==> src/rtl/fifo_frame_reader.sv <==
// fifo_frame_reader: read-side controller for the audio sample FIFO feeding the FFT.
// Drains the FIFO (rd_en/rd_data/rd_empty), absorbs FIFO read latency with a small
// circular skid buffer, and presents a valid/ready stream with m_last on every
// FRAME_LEN-th sample. Start and stop are frame aligned.
//
// Ports:
//   clk, rst_n        clock (also FIFO rd_clk), asynchronous active-low reset
//   enable            level: start and keep streaming frames
//   rd_en             FIFO read enable (never high while rd_empty)
//   rd_data, rd_empty FIFO read data and empty flag
//   m_data, m_valid   stream sample and valid
//   m_ready           stream ready from the FFT
//   m_last            final sample of each frame
//   busy              FSM not in IDLE
//   underrun_clr/_cnt only with FIFO_FRAME_READER_UNDERRUN_CNT_EN defined: saturating
//                     count of starved mid-frame cycles, synchronous clear
module fifo_frame_reader #(
    parameter int unsigned DATA_WIDTH = 16,
    parameter int unsigned FRAME_LEN  = 1024,
    parameter int unsigned RD_LATENCY = 1,
    parameter int unsigned BUF_DEPTH  = 4
) (
    input  logic                  clk,
    input  logic                  rst_n,
    input  logic                  enable,
    output logic                  rd_en,
    input  logic [DATA_WIDTH-1:0] rd_data,
    input  logic                  rd_empty,
    output logic [DATA_WIDTH-1:0] m_data,
    output logic                  m_valid,
    input  logic                  m_ready,
    output logic                  m_last,
`ifdef FIFO_FRAME_READER_UNDERRUN_CNT_EN
    input  logic [0:0]            underrun_clr,
    output logic [15:0]           underrun_cnt,
`endif
    output logic                  busy
);

    localparam int unsigned CNT_W = $clog2(FRAME_LEN);
    localparam int unsigned PTR_W = (BUF_DEPTH > 1) ? $clog2(BUF_DEPTH) : 1;
    localparam int unsigned OCC_W = $clog2(BUF_DEPTH + 1);
    localparam logic [CNT_W-1:0] CNT_MAX = CNT_W'(FRAME_LEN - 1);
    localparam logic [PTR_W-1:0] PTR_MAX = PTR_W'(BUF_DEPTH - 1);

    typedef enum logic [1:0] {IDLE, RUN, FINISH} state_t;

    state_t                state_q, state_d;
    logic [RD_LATENCY-1:0] lat_q, lat_d;
    logic [DATA_WIDTH-1:0] buf_q [BUF_DEPTH];
    logic [PTR_W-1:0]      wr_ptr_q, rd_ptr_q;
    logic [OCC_W-1:0]      occ_q;
    logic [CNT_W-1:0]      out_cnt_q, issue_cnt_q;
    // Set once issue_cnt has wrapped into the next frame while output is still in
    // the current one; in FINISH this means the current frame is fully issued.
    logic                  issue_ahead_q;

    int unsigned inflight;
    logic        issue_ok, wr, accept, last_acc, issue_wrap, out_wrap, frame_fresh;

    always_comb begin
        inflight = 0;
        for (int i = 0; i < int'(RD_LATENCY); i++) begin
            inflight = inflight + 32'(lat_q[i]);
        end
    end

    assign issue_ok = ((state_q == RUN) || ((state_q == FINISH) && !issue_ahead_q)) &&
                      ((32'(occ_q) + inflight) < BUF_DEPTH);
    assign rd_en    = issue_ok & ~rd_empty;
    assign lat_d    = (lat_q << 1) | RD_LATENCY'(rd_en);
    assign wr       = lat_q[RD_LATENCY-1];

    assign m_valid  = (occ_q != '0);
    assign m_data   = m_valid ? buf_q[rd_ptr_q] : '0;
    assign m_last   = m_valid && (out_cnt_q == CNT_MAX);
    assign busy     = (state_q != IDLE);

    assign accept     = m_valid & m_ready;
    assign last_acc   = accept & m_last;
    assign issue_wrap = rd_en && (issue_cnt_q == CNT_MAX);
    assign out_wrap   = last_acc;
    // Nothing of the current frame has been issued yet.
    assign frame_fresh = (issue_cnt_q == '0) && !issue_ahead_q && (out_cnt_q == '0);

    always_comb begin
        state_d = state_q;
        unique case (state_q)
            IDLE:    if (enable) state_d = RUN;
            RUN: begin
                if (!enable) state_d = (last_acc || frame_fresh) ? IDLE : FINISH;
            end
            FINISH: begin
                if (last_acc && !enable) state_d = IDLE;
                else if (enable)         state_d = RUN;
            end
            default: state_d = IDLE;
        endcase
    end

    always_ff @(posedge clk or negedge rst_n) begin
        if (!rst_n) begin
            state_q       <= IDLE;
            lat_q         <= '0;
            wr_ptr_q      <= '0;
            rd_ptr_q      <= '0;
            occ_q         <= '0;
            out_cnt_q     <= '0;
            issue_cnt_q   <= '0;
            issue_ahead_q <= 1'b0;
        end else begin
            state_q <= state_d;
            if (state_d == IDLE) begin
                // Leaving the frame: drop anything buffered or still in flight.
                lat_q         <= '0;
                wr_ptr_q      <= '0;
                rd_ptr_q      <= '0;
                occ_q         <= '0;
                out_cnt_q     <= '0;
                issue_cnt_q   <= '0;
                issue_ahead_q <= 1'b0;
            end else begin
                lat_q <= lat_d;
                if (wr)     wr_ptr_q <= (wr_ptr_q == PTR_MAX) ? '0 : wr_ptr_q + 1'b1;
                if (accept) rd_ptr_q <= (rd_ptr_q == PTR_MAX) ? '0 : rd_ptr_q + 1'b1;
                if (wr && !accept)      occ_q <= occ_q + 1'b1;
                else if (!wr && accept) occ_q <= occ_q - 1'b1;
                if (rd_en)  issue_cnt_q <= issue_wrap ? '0 : issue_cnt_q + 1'b1;
                if (accept) out_cnt_q   <= out_wrap ? '0 : out_cnt_q + 1'b1;
                if (issue_wrap && !out_wrap)      issue_ahead_q <= 1'b1;
                else if (out_wrap && !issue_wrap) issue_ahead_q <= 1'b0;
            end
        end
    end

    // Storage needs no reset: m_data is masked while the buffer is empty.
    always_ff @(posedge clk) begin
        if (wr && (state_d != IDLE)) buf_q[wr_ptr_q] <= rd_data;
    end

`ifdef FIFO_FRAME_READER_UNDERRUN_CNT_EN
    logic [15:0] underrun_q;
    logic        underrun_hit;

    assign underrun_hit = (state_q != IDLE) && ((out_cnt_q != '0) || (inflight != 0)) &&
                          rd_empty && (occ_q == '0);

    always_ff @(posedge clk or negedge rst_n) begin
        if (!rst_n) begin
            underrun_q <= '0;
        end else if (underrun_clr[0]) begin
            underrun_q <= '0;
        end else if (underrun_hit && (underrun_q != 16'hFFFF)) begin
            underrun_q <= underrun_q + 16'd1;
        end
    end

    assign underrun_cnt = underrun_q;
`endif

endmodule

==> config.mk <==
export PLATFORM = sky130hd
export DESIGN_NAME = fifo_frame_reader
export DESIGN_NICKNAME = d
export VERILOG_FILES = /design/src/rtl/fifo_frame_reader.sv
export SDC_FILE = /design/constraint.sdc
export NUM_CORES = 1
export LEC_CHECK = 0
export BUFFER_PORTS_ARGS = -buffer_cell sky130_fd_sc_hd__buf_2
export CAP_MARGIN = 10
export CORE_MARGIN = 5
export CORE_UTILIZATION = 53
export CTS_CLUSTER_DIAMETER = 30
export DETAILED_ROUTE_END_ITERATION = 8
export PLACE_DENSITY_LB_ADDON = 0.12
export SLEW_MARGIN = 10
export SYNTH_ARGS = -nofsm -noshare
export SYNTH_HDL_FRONTEND = slang
export SYNTH_SLANG_ARGS = --single-unit
export TNS_END_PERCENT = 50
==> constraint.sdc <==
create_clock -name clk -period 2.4 [get_ports clk]
set_clock_uncertainty 0.1 [all_clocks]
set_input_delay 0 -clock clk [delete_from_list [all_inputs] [get_ports clk]]
set_output_delay 0 -clock clk [all_outputs]
set_load 0.02 [all_outputs]
==> out/qor.txt, run 1 <==
Synth-to-layout area growth: 18.43%
GRT Overall Usage: 0.1720
Worst setup SP type: flip-flop
Final period utilization: 0.9404
Final Slew Violations: 0
# rows: 32
HP Class: in2reg
Worst-Margin Slew: 703.9 ps
Commonest non-fill, non-tap cells in the layout: edfxtp_1, buf_2, dfrtp_1
Yosys Warn Count: 0
Final HPWL DP: 5294 µm
Worst hold start: m_ready
DRT Wirelength: 7888 µm
Grt ovf: 0
Endpoints failing hold: 0
Post-layout net count: 409
Post-Place Setup Slack: 125.3 ps
Post-synthesis cell count: 306
Final Wtd Congestion: 0.8894
Vias: 2,614
Setup WS post-layout: 143.1 ps
Synthesized flop and latch total: 95
Initial antenna violation count: 0
Critical path, cell by cell: inv_1 > ha_1 > nor4b_1 > nand4_1 > nor4b_4 > a31o_4 > nor2_1 > buf_12
Horiz. Die Dim: 99.99 µm
CP required: 2430 ps
Drt first pass iters: 4
Worst skew pair latency: 360 ps
Cts bufs inserted: 9
Ys flop type: edfxtp_1
CP Max Fanout: 16
CTS tree: yes
Vias in the first global route: 2,677
Critical Path Sink Type: flip-flop
CTS Root Cell: clkbuf_8
Ports: 41
Final instance area: 5082 µm²
Initial drt markers: 82
PortBufs: 40
Initial Util: 0.5497
Minimum clock period: 2257 ps
Wire length per cell: 16.26 µm
Chip height: 99.99 µm
Post-synthesis average cell area: 14.02 µm²
Status: completed
Yosys cell types: 45
Drt drc: 0
Number of buffers and inverters on the critical path: 2
Reg clk slew, reported paths: 90 ps
Peak supply drop: 0.5165 mV
Cell area after synthesis: 4292 µm²
FILL cells: 625
Share of cells above drive strength 1: 0.2507
Vias per cell: 5.390
Leading cell type in the layout, fill and taps excluded: edfxtp_1
CP startpoint: out_cnt_q[0]
Number of synthesized flops with an enable pin: 64
Max_cap viols: 0
Antenna cell count: 0
Crit path DAT: 2280 ps
Worst stage delay on the critical path: 430 ps
Leakage Power: 1.953 nW
Core area: 7807 µm²
Syn Nets: 337
Final setup violation count: 0
Crit-path slowest cell: dfrtp_1
Die footprint: 9997 µm²
Clk buf depth: 2
Dpl cell area: 4716 µm²
F_max: 443.1 MHz
Worst path top cell family by delay: simple AND/OR/NAND/NOR gates
Sequential area share after synthesis: 0.6286
ANT nets after route: 0
Max-slew headroom: 0.5307
R2r startpoint: out_cnt_q[0]
Clk sinks: 95
Pwr/cell area: 910.8 nW/µm²
First-pass GRT wire length: 13,240 µm
Largest net degree at the start of global routing: 32
Critical path type: reg2reg
Asr flop ratio synth: 0.3263
H-tree levels: 3
## routing by layer
| layer | global-route usage | share of wire |
|---|---|---|
| met1 | 0.2447 | 0.47 |
| met2 | 0.2601 | 0.47 |
| met3 | 0.04448 | 0.048 |
| met4 | 0.05803 | 0.011 |
| met5 | 0 | 0 |
## layout make-up
cell class | instances | area (µm²) | share of cell area
Timing Repair Buffer | 71 | 540.5 | 0.1064
Clock buffer | 10 | 127.6 | 0.02511
Clock inverter | 6 | 50.05 | 0.009847
Tap cell | 102 | 127.6 | 0.02511
Sequential cell | 95 | 2698 | 0.5308
Inverter | 14 | 52.55 | 0.01034
Multi-Input combinational cell | 187 | 1486 | 0.2925
## synth_stat cells (3+ instances only)
library cell	number	area, µm²
a21oi_1	11	55.05
a31oi_1	4	25.02
and2_1	5	31.28
and2b_1	6	45.04
and3_1	7	43.79
buf_2	3	15.01
buf_6	3	33.78
clkbuf_1	4	15.01
dfrtp_1	31	775.7
edfxtp_1	64	1922
ha_1	9	112.6
inv_1	13	48.80
mux4_2	16	360.4
nand2_1	25	93.84
nand3_1	8	40.04
nand3b_1	4	30.03
nand4_1	10	62.56
nor2_1	26	97.59
nor2b_1	12	75.07
nor4_1	3	18.77
xnor2_1	7	61.31
xor2_1	5	43.79
## registers in the layout (all words and copies together) (netlist names)
signal / count
lat_q: 1
rd_ptr_q: 2
buf_q: 64
issue_ahead_q: 1
issue_cnt_q: 10
out_cnt_q: 10
wr_ptr_q: 2
state_q: 2
occ_q: 3
## kinds of logic (layout without fill, tap and decap cells)
group | after synthesis | count (layout) | synth area share
AO/OA/AOI/OAI | 28 | 28 | 0.04898
XOR/XNOR | 12 | 12 | 0.02449
adder cells (fa/ha/maj) | 11 | 11 | 0.03324
buffers and inverters | 24 | 101 | 0.02711
flip-flops | 95 | 95 | 0.6286
multiplexers | 18 | 18 | 0.08863
AND/OR/NAND/NOR | 118 | 118 | 0.1490
## final timing paths
path | endpoint | slack, ps | cells after the start
hold / removal | out_cnt_q[1] | 50 | 5
hold reg to reg | rd_ptr_q[1] | 460 | 2
setup / recovery | buf_q[1][15] | 140 | 8
setup reg to reg | buf_q[1][15] | 140 | 8
min in group asynchronous | issue_cnt_q[7] | 130 | 2
max in group asynchronous | issue_cnt_q[1] | 1620 | 2
## timing repair
action,CTS,global route
endpoints found under the setup margin,0,64
hold buffers,18,0
gates resized for setup,0,1
endpoints found under the hold margin,97,0
setup buffers,0,0
## power breakdown
part,internal (mW),total (mW),switching [mW]
clock,0.390,0.951,0.562
combinational,0.734,1.58,0.847
sequential,1.90,2.10,0.196
total,3.03,4.63,1.60
## worst min-delay path, stage by stage
cell     delay (ps)
buf_2           110
o31ai_2          80
buf_4           170
nand2_1          70
a21oi_1          50
## metrics by stage
| step | cells | util | setup TNS (ps) | hold WS (ps) | power, mW |
|---|---|---|---|---|---|
| CTS | 485 | 0.6498 | 0 | 32.81 | 4.680 |
| finish | 485 | 0.6510 | 0 | 45.56 | 4.629 |
| floorplan | 306 | - | -11170 | -395.6 | 3.208 |
| global route | 485 | 0.6510 | -6.446 | 64.42 | 4.941 |
| global placement | 451 | 0.6040 | 0 | -3.567 | 3.674 |
| detailed placement | 451 | 0.6040 | 0 | -6.467 | 3.704 |
Note: power is estimated with default switching activity, not from simulation.
==> run 2, diff against run 1 <==
--- a/config.mk
+++ b/config.mk
@@ -8,7 +8,7 @@
 export BUFFER_PORTS_ARGS = -buffer_cell sky130_fd_sc_hd__buf_2
 export CAP_MARGIN = 10
 export CORE_MARGIN = 5
-export CORE_UTILIZATION = 53
+export CORE_UTILIZATION = 63
 export CTS_CLUSTER_DIAMETER = 30
 export DETAILED_ROUTE_END_ITERATION = 8
 export PLACE_DENSITY_LB_ADDON = 0.12
==> constraint.sdc (replaced) <==
create_clock -name clk -period 2.91 [get_ports clk]
set_clock_uncertainty 0.1 [all_clocks]
set_input_delay 0 -clock clk [delete_from_list [all_inputs] [get_ports clk]]
set_output_delay 0 -clock clk [all_outputs]
set_load 0.02 [all_outputs]
==> run 2 against run 1 <==
Against the previous run:
- critical path depth is the same
- first-iteration DRC count up 120%
- wire length rose by 6.7%
- combinational power is 20% lower
- cell area fell by 1.7%
- critical endpoint is now buf_q[3][1]
- largest cell class unchanged
==> out/qor.txt, run 2 (synthesis gave the netlist of run 1 again) <==
Unrepaired setup endpoints after global routing: false
Commonest non-fill, non-tap cells in the layout: edfxtp_1, buf_2, dfrtp_1
CP required: 2910 ps (+480 ps)
Horiz. Die Dim: 92.54 µm (-7.5%)
PortBufs: 40 (unchanged)
H-tree levels: 3 (unchanged)
HP Class: in2reg
Cts bufs inserted: 9 (unchanged)
GRT Overall Usage: 0.2172 (+0.04521)
Clk sinks: 95 (unchanged)
Die footprint: 8563 µm² (-14%)
Drt drc: 0 (unchanged)
CP Max Fanout: 16 (unchanged)
DRT Wirelength: 8417 µm (+6.7%)
Critical path type: reg2reg
Antenna cell count: 0 (unchanged)
Peak supply drop: 0.6432 mV (+25%)
Initial drt markers: 183 (+120%)
Chip height: 92.54 µm (-7.5%)
Final setup violation count: 0 (unchanged)
Leading cell type in the layout, fill and taps excluded: edfxtp_1
First-pass GRT wire length: 14,070 µm (+6.3%)
Vias: 2,654 (+1.5%)
Drt first pass iters: 4 (unchanged)
F_max: 420.8 MHz (-5.0%)
Worst-Margin Slew: 828.6 ps (+124.6 ps)
Wire length per cell: 18.34 µm (+13%)
Grt ovf: 0 (unchanged)
Crit path DAT: 2370 ps (+90 ps)
Post-layout util: 0.7434 (+0.09243)
Final HPWL DP: 5280 µm (-0.26%)
Top flop regs: buf_q: 64 flops, issue_cnt_q: 10 flops, out_cnt_q: 10 flops
Vias in the first global route: 2,692 (+0.56%)
Reg clk slew, reported paths: 100 ps (about the same)
Leakage Power: 1.934 nW (-0.96%)
Final Wtd Congestion: 0.7928 (-11%)
Max_cap viols: 0 (unchanged)
Ports: 41 (unchanged)
Endpoints failing hold: 0 (unchanged)
Largest Register: buf_q
CTS Root Cell: clkbuf_8
# rows: 30 (-6.3%)
Initial Util: 0.6387 (+0.08905)
Largest net degree at the start of global routing: 32 (unchanged)
Clk buf depth: 2 (unchanged)
Final Slew Violations: 0 (unchanged)
Minimum clock period: 2377 ps (+119.7 ps)
CTS tree: yes
Share of cells above drive strength 1: 0.2401 (-0.01055)
Core area: 6719 µm² (-14%)
Number of gates resized after cts: 0 (unchanged)
Initial antenna violation count: 0 (unchanged)
Max-slew headroom: 0.4476 (-0.08309)
Status: completed
Pwr/cell area: 784.2 nW/µm² (-14%)
Worst setup SP type: flip-flop
Post-layout net count: 405 (-0.98%)
Max reg flops: 64 (unchanged)
Vias per cell: 5.782 (+7.3%)
Worst skew pair latency: 360 ps (about the same)
Synth-to-layout area growth: 16.38%
Final period utilization: 0.8167 (-0.1237)
Critical Path Sink Type: flip-flop
ANT nets after route: 0 (unchanged)
Setup TNS: 0 ps (unchanged)
==> run 2: per-layer routing <==
layer,up-vias,routed length (µm),global-route usage
met5,-,0,0
met3,13,578,0.03168
met1,1279,3539,0.3083
li1,1266,-,-
met2,96,4143,0.3432
met4,0,155,0.08292
==> run 2: timing repair <==
| action | CTS | global route |
|---|---|---|
| setup endpoints to repair | 0 | 0 |
| hold buffers | 19 | 0 |
| endpoints found under the hold margin | 98 | 0 |
| setup buffers | 0 | 0 |
==> run 2: critical path: stages, from the launching register on <==
cell     delay [ps]
dfrtp_1         430
inv_1            90
ha_1            140
nor4b_1         220
nand4_1         160
nor4b_2         430
a31o_4          260
nor2_1           60
buf_4           210
==> run 2: path summary, 6_finish.rpt <==
check / startpoint / endpoint / slack, ps / cells past startpoint
min: m_ready / out_cnt_q[1] / 60 / 5
max in group asynchronous: rst_n / rd_ptr_q[1] / 2120 / 2
max: out_cnt_q[0] / buf_q[3][1] / 530 / 8
max reg2reg: out_cnt_q[0] / buf_q[3][1] / 530 / 8
min in group asynchronous: rst_n / out_cnt_q[6] / 120 / 2
min reg2reg: issue_cnt_q[7] / issue_cnt_q[7] / 490 / 1
==> run 2: final cells by class <==
class	count	area, µm²
inverter	14	52.55
clock buffer	10	127.6
multi-input combinational	187	1478
tap	80	100.1
timing repair buffer	67	462.9
clock inverter	6	76.32
sequential	95	2698
fill	426	1724
==> run 2: metrics by stage <==
step | setup slack (ps) | cells | hold slack, ps | total power, mW | instance area (µm²)
finish | 533.4 | 459 | 58.17 | 3.917 | 4995
global route | 274.9 | 459 | 57.95 | 4.157 | 4995
CTS | 534.0 | 459 | 38.29 | 3.943 | 4995
detailed placement | 560.8 | 424 | -11.95 | 3.039 | 4601
global placement | 642.7 | 424 | -21.60 | 2.994 | 4601
floorplan | 335.5 | 306 | -395.6 | 2.646 | 4292
==> run 2: report_power, final <==
group / switching, mW / internal [mW]
Combinational: 0.691 / 0.582
Clock: 0.477 / 0.413
Sequential: 0.187 / 1.57
Total: 1.35 / 2.56
